--- config.mk ---
export PLATFORM = sky130hd
export DESIGN_NAME = instr_fetch
export DESIGN_NICKNAME = d
export VERILOG_FILES = /design/src/rtl/instr_fetch.sv
export SDC_FILE = /design/constraint.sdc
export NUM_CORES = 1
export LEC_CHECK = 0
export ABC_CLOCK_PERIOD_IN_PS = 2800
export CAP_MARGIN = 20
export CORE_ASPECT_RATIO = 0.5
export CORE_MARGIN = 2
export CORE_UTILIZATION = 51
export CTS_BUF_LIST = sky130_fd_sc_hd__clkbuf_16
export DETAILED_ROUTE_END_ITERATION = 6
export PLACE_DENSITY = 0.88
export SETUP_SLACK_MARGIN = 0.05
export SLEW_MARGIN = 20
export SYNTH_ARGS = -nofsm -noshare
export SYNTH_HDL_FRONTEND = slang
export SYNTH_SLANG_ARGS = --single-unit
--- constraint.sdc ---
create_clock -name clk -period 2.8 [get_ports clk]
set_input_delay 0.28 -clock clk [delete_from_list [all_inputs] [get_ports clk]]
set_output_delay 0.28 -clock clk [all_outputs]
set_load 0.01 [all_outputs]
--- src/rtl/instr_fetch.sv ---
// instr_fetch: PC owner, imem req/ack reader and ir valid/ready presenter with redirect and halt.
// Optional IFETCH_STATS_EN adds fetch_count/stall_count ports.
module instr_fetch #(
    parameter logic [31:0] RESET_PC = 32'd0
) (
    input  logic        clk,
    input  logic        reset_n,
    output logic        imem_req,
    output logic [31:0] imem_addr,
    input  logic        imem_ack,
    input  logic [31:0] imem_rdata,
    output logic [31:0] ir,
    output logic        ir_valid,
    input  logic        ir_ready,
    output logic [31:0] pc_out,
    input  logic        redirect_valid,
    input  logic [31:0] redirect_pc,
    input  logic        halt,
    output logic        halted
`ifdef IFETCH_STATS_EN
    ,
    output logic [31:0] fetch_count,
    output logic [31:0] stall_count
`endif
);
    typedef enum logic [2:0] {S_START, S_REQ, S_HOLD, S_DRAIN, S_HALTED} state_t;
    state_t      r_state, w_state_nxt;
    logic [31:0] r_fetch_pc, w_fetch_nxt, r_addr, r_ir, r_pc_out;
    logic        r_halt_pend, w_halt_pend_nxt, w_capture;
    always_comb begin
        w_state_nxt     = r_state;
        w_fetch_nxt     = r_fetch_pc;
        w_halt_pend_nxt = r_halt_pend;
        w_capture       = 1'b0;
        case (r_state)
            S_START: w_state_nxt = S_REQ;
            S_REQ: begin
                if (halt) begin
                    w_state_nxt     = imem_ack ? S_HALTED : S_DRAIN;
                    w_halt_pend_nxt = ~imem_ack;
                end else if (redirect_valid) begin
                    w_state_nxt = imem_ack ? S_REQ : S_DRAIN;
                    w_fetch_nxt = redirect_pc;
                end else if (imem_ack) begin
                    w_state_nxt = S_HOLD;
                    w_fetch_nxt = r_fetch_pc + 32'd1;
                    w_capture   = 1'b1;
                end
            end
            S_HOLD: begin
                if (halt) w_state_nxt = S_HALTED;
                else if (redirect_valid) begin
                    w_state_nxt = S_REQ;
                    w_fetch_nxt = redirect_pc;
                end else if (ir_ready) w_state_nxt = S_REQ;
            end
            S_DRAIN: begin
                if (redirect_valid) w_fetch_nxt = redirect_pc;
                w_halt_pend_nxt = r_halt_pend | halt;
                if (imem_ack) w_state_nxt = (r_halt_pend | halt) ? S_HALTED : S_REQ;
            end
            default: w_state_nxt = r_state;
        endcase
    end
    // r_addr freezes while draining so the abandoned request keeps its address
    always_ff @(posedge clk or negedge reset_n) begin
        if (!reset_n) begin
            r_state     <= S_START;
            r_fetch_pc  <= RESET_PC;
            r_addr      <= RESET_PC;
            r_ir        <= 32'd0;
            r_pc_out    <= 32'd0;
            r_halt_pend <= 1'b0;
        end else begin
            r_state     <= w_state_nxt;
            r_fetch_pc  <= w_fetch_nxt;
            r_halt_pend <= w_halt_pend_nxt;
            r_addr      <= (w_state_nxt == S_DRAIN) ? r_addr : w_fetch_nxt;
            if (w_capture) begin
                r_ir     <= imem_rdata;
                r_pc_out <= r_fetch_pc;
            end
        end
    end
    assign imem_req  = (r_state == S_REQ) || (r_state == S_DRAIN);
    assign imem_addr = r_addr;
    assign ir        = r_ir;
    assign pc_out    = r_pc_out;
    assign ir_valid  = (r_state == S_HOLD) & ~redirect_valid;
    assign halted    = (r_state == S_HALTED);
`ifdef IFETCH_STATS_EN
    always_ff @(posedge clk or negedge reset_n) begin
        if (!reset_n) begin
            fetch_count <= 32'd0;
            stall_count <= 32'd0;
        end else begin
            if (ir_valid && ir_ready) fetch_count <= fetch_count + 32'd1;
            if (imem_req && !imem_ack) stall_count <= stall_count + 32'd1;
        end
    end
`endif
endmodule

# Word level (Yosys, flattened, before mapping)

Cells that the tools add are included.

Flip-flop bits (word level): 132
Latch bits: 0
RAM bits: 0
ROM bits: 0
Output and inout port bits: 99
Word-level logic and storage cells: 44
Memories: 0

Add/sub/neg operators: 1
Multipliers: 0
Div/mod/pow operators: 0
Magnitude comparators: 0
Equal/unequal tests: 6
Shifts and indexed selects: 0
Muxes and demuxes: 23
Bitwise gates (word level): 4
Reduce and logical (&&, ||, !) cells: 4

Operator list:

| operator                                      | count |
|---|---|
| 2-to-1 mux 32 bit                             | 5 |
| case mux 32 bit (3 select lines)              | 1 |
| adder 32 x 1 -> 32 bit, second input constant | 1 |
| 2-to-1 mux 3 bit                              | 9 |
| case mux 3 bit (4 select lines)               | 1 |
| == test 3 x 2 -> 1 bit, second input constant | 3 |
| 2-to-1 mux 1 bit                              | 5 |
| == test 3 x 1 -> 1 bit, second input constant | 1 |
| == test 3 bit, second input constant          | 1 |
| logical NOT 3 bit                             | 1 |
| 2-to-1 mux 2 bit                              | 1 |
| inequality test 2 bit, second input constant  | 1 |
| inverter 1 bit                                | 2 |
| case mux 1 bit (2 select lines)               | 1 |
| AND reduction 2 bit                           | 1 |
| nonzero test 2 bit                            | 1 |
| AND 1 bit                                     | 1 |
| logical OR 1 bit                              | 1 |
| OR 1 bit                                      | 1 |

# Longest topological paths before layout

Depth in word-level cells: 5
Mapped depth: 9
Depth with buffers taken out: 8

# Worst setup path after synthesis

No wires, ideal clock.

Path kind: reg2reg
From: reg r_fetch_pc[1]
To: reg r_addr[18], in the netlist imem_addr[18]
Setup time: 0.125 ns
Data arrival time: 2.091 ns
Data required time: 2.675 ns
Slack: 0.584 ns
Stages on the path, launching flop included: 8
Path buffers: 0
Period minus slack after synthesis: 2.216 ns
Cell sequence: dfrtp_1 > ha_1 > nand4_1 > nor4_1 > mux2i_1 > a21oi_1 > a221o_1 > mux2_2

Longest elaborated chain between the ends: 5

RTL lines:

| what                             | line | RTL |
|---|---|---|
| start, declared                  | 28   | `logic [31:0] r_fetch_pc, w_fetch_nxt, r_addr, r_ir, r_pc_out;` |
| start signal, assigned           | 76   | `r_fetch_pc <= w_fetch_nxt;` |
| adder 32 x 1 -> 32 bit           | 46   | `w_fetch_nxt = r_fetch_pc + 32'd1;` |
| 2-to-1 mux 32 bit                | 44   | `end else if (imem_ack) begin` |
| 2-to-1 mux 32 bit                | 41   | `end else if (redirect_valid) begin` |
| 2-to-1 mux 32 bit                | 38   | `if (halt) begin` |
| case mux 32 bit (3 select lines) | 35   | `case (r_state)` |
| named net w_fetch_nxt[18]        | 28   |  |
| end signal, assigned             | 78   | `r_addr <= (w_state_nxt == S_DRAIN) ? r_addr : w_fetch_nxt;` |
| end, declared                    | 28   |  |

The timed path passes the listed nets, and every way through them passes these cells.
A chain may end at the register's enable or synchronous reset.

# Final worst setup path

From: reg r_state[1]
To: out ir_valid

Longest elaborated chain between the ends: 2

RTL lines:

| what                   | line | RTL |
|---|---|---|
| start, declared        | 27   | `state_t r_state, w_state_nxt;` |
| start signal, assigned | 75   | `r_state <= w_state_nxt;` |
| == test 3 x 2 -> 1 bit | 89   | `assign ir_valid = (r_state == S_HOLD) & ~redirect_valid;` |
| AND 1 bit              | 89   |  |
| end, declared          | 13   | `output logic ir_valid,` |

Every way passes these cells.

==> flow_metrics.tcl <==
set metrics [dict create \
    ys.flop_type "dfrtp_1" \
    antenna_found_initial 0 \
    design.core.area_mm2 0.01381 \
    ys_seq_area_frac 0.4504 \
    vias 7158 \
    routedWlPerCell_um 22.07 \
    syn_inst 740 \
    grt_pass1_vias 6977 \
    vias_per_cell 6.374 \
    rsz0062_at_grt "no" \
    start_kind "register" \
    drive_gt1_frac 0.2062 \
    async_reset_ff_frac 1.000 \
    antenna_cells 0 \
    yosys.cell_count.top_type "dfrtp_1" \
    wl_um 24780 \
    dieHeight_um 88.79 \
    synth_edf_count 0 \
    finalClockSkew_ns 0.008597 \
    hold_class "in2reg" \
    drt-met1-wl_um 10600 \
    dp_worst_setup_slack_ns 0.1453 \
    top_layer "met4" \
    fin_crit_sh 0.9381 \
    ir_drop_uv 358.2 \
    drtIter0Drc 992 \
    power.density_mw_per_mm2 779.4 \
    antenna_left 0 \
    yosysWarnings 0 \
    cp_data_arrival_time_ns 2.35 \
    critical_path_class "reg2out" \
    path_max_fanout 10 \
    relSlewSlack 0.1843 \
    synth_area_per_cell_um2 9.910 \
    numClockSinks 132 \
    fill_cells 998 \
    htree_num_levels 4 \
    clockRootBuffer "clkbuf_16" \
    die_w_um 173.6 \
    worstMarginPinSlew_ns 1.214 \
    num-nets-final 989 \
    grtUsageTotal 0.3276 \
    cts_inserted_buffers 17 \
    grt_pass1_wl_um 39000 \
    gp_congestion 1.020 \
    cts_tree "yes" \
    synth_area_leaders "dfrtp_1, mux2_2, a21oi_1" \
    syn_area_mm2 0.007333 \
    drtPass1Iterations 5 \
    synth_top_area_frac 0.4504 \
    syn_to_final_growth_pct 36.82 \
    slew_viol_final 0 \
    path_clk_slew_ns 0.06 \
    cp-end-kind "primary output" \
    status "complete, no violations" \
    yosysTopAreaCell "dfrtp_1" \
    min_period_ns 2.627 \
    clock_latency_ns 0.42 \
    ys_top_cells_by_count "dfrtp_1, mux2_2, a21oi_1, nand2_1, o21ai_0" \
    synth_cell_types 70 \
    leakagePower_nw 4.192 \
    fmax_ghz 0.3807 \
    route.met3.wl_um 2760 \
    syn_nets 811 \
    ys_seq_elements 132 \
    grt_overflow 0 \
    grt_max_degree 71 \
    dp_hpwl_um 17910 \
    maxCapViolations 0 \
    pin_count 169 \
    setup_viol 0 \
    hold_viol_final 0 \
    numPortBuffers 168 \
    fin_tns_setup_ns 0 \
    drcViolationCount 0 \
    max-clock-path-buffers 2 \
    die-area_mm2 0.01541 \
    start_util 0.5309 \
    cp_data_required_time_ns 2.52 \
    routed-wl-met2_um 10820 \
    std_cell_rows 30 \
    fin_ws_ns 0.1734 \
]
-- area by class of cell --
type	instances	area (um2)	area share
flip-flops and latches	132	3303	0.3292
clock buffers	17	425.4	0.04240
repair buffers	227	2148	0.2141
clock inverters	15	156.4	0.01559
inverters	14	52.55	0.005238
multi-input cells	526	3707	0.3695
well taps	192	240.2	0.02394
-- repair_timing --
action,4_1_cts,5_1_grt
endpoints found under the hold margin,62,0
hold buffers,1,0
endpoints found under the setup margin,0,2
resized for setup,0,2
setup buffers,0,1
-- state kept, by name, summed over array words and instances (netlist names) --
name and count:
r_halt_pend 1, pc_out 32, r_fetch_pc 32, ir 32, r_state 3, imem_addr 32
-- worst max-delay path, stage by stage, from the launching register on --
cell	delay, ns
dfrtp_1	0.56
or3b_1	0.51
buf_4	0.23
nor2_1	0.09
clkdlybuf4s50_1	0.54
-- metal layers --
| metal | up-vias | GRT usage |
|---|---|---|
| met5 | - | 0 |
| met4 | 0 | 0.1092 |
| met3 | 68 | 0.09021 |
| met2 | 482 | 0.5036 |
| met1 | 3467 | 0.4544 |
| li1 | 3141 | - |
-- cells by family (layout without fill, tap and decap cells) --
logic type      after synthesis  after routing  share of synthesized area
mux                         108            108                     0.1623
compound gates              215            215                     0.1942
xor+xnor                      3              3                   0.003584
buf+inv                      82            273                    0.04709
simple gates                199            199                     0.1408
fa+ha+maj                     1              1                   0.001706
flops                       132            132                     0.4504
-- through the flow --
stage	instances	util	hold WS (ns)	instance area, um2	power [mW]
floorplan	740	-	-0.01559	7333	4.214
global placement	1089	0.6822	0.3182	9424	5.481
detailed placement	1089	0.6822	0.3218	9424	5.563
CTS	1122	0.7251	0.4085	10020	7.793
global route	1123	0.7264	0.4199	10030	8.221
finish	1123	0.7264	0.4153	10030	7.820
-- layout by cell type (no fill, tap or decap), types with 6 or more instances in the layout --
cell type,netlist,layout
clkdlybuf4s50_1,0,166
dfrtp_1,132,132
mux2_2,82,82
buf_4,1,56
a21oi_1,54,54
nand2_1,52,52
o21ai_0,48,48
nor2_1,41,41
mux2i_1,24,24
o221ai_1,20,20
nor3_1,18,18
nand3_1,19,18
clkbuf_16,0,17
inv_1,13,13
nand4_1,11,11
a31oi_1,11,11
o22ai_1,9,9
nor4_1,10,9
and3_1,7,7
a22oi_1,7,7
and2_1,6,6
or3_1,6,6
a311oi_1,6,6
-- where the power goes --
part	switching [mW]	internal, mW	leakage, nW	total (mW)
logic	1.27	1.36	2.26	2.63
clock network	0.901	1.32	0.275	2.22
registers	0.559	2.41	1.66	2.97
-- path summary, 6_finish.rpt --
| path | slack (ns) | depth (start not counted) | startpoint | to |
|---|---|---|---|---|
| setup reg to reg | 0.24 | 6 | r_fetch_pc[1]$_DFF_PN0_ | imem_addr[28]$_DFFE_PN0P_ |
| hold / removal | 0.42 | 3 | redirect_valid | r_fetch_pc[9]$_DFF_PN0_ |
| hold reg to reg | 0.49 | 2 | pc_out[1]$_DFFE_PN0P_ | pc_out[1]$_DFFE_PN0P_ |
| setup / recovery | 0.17 | 4 | r_state[1]$_DFF_PN0_ | ir_valid |
| max in group asynchronous | 1.58 | 3 | reset_n | pc_out[17]$_DFFE_PN0P_ |
| min in group asynchronous | 0.43 | 2 | reset_n | ir[6]$_DFFE_PN0P_ |
No activity file was read; power rests on OpenSTA's default activity.
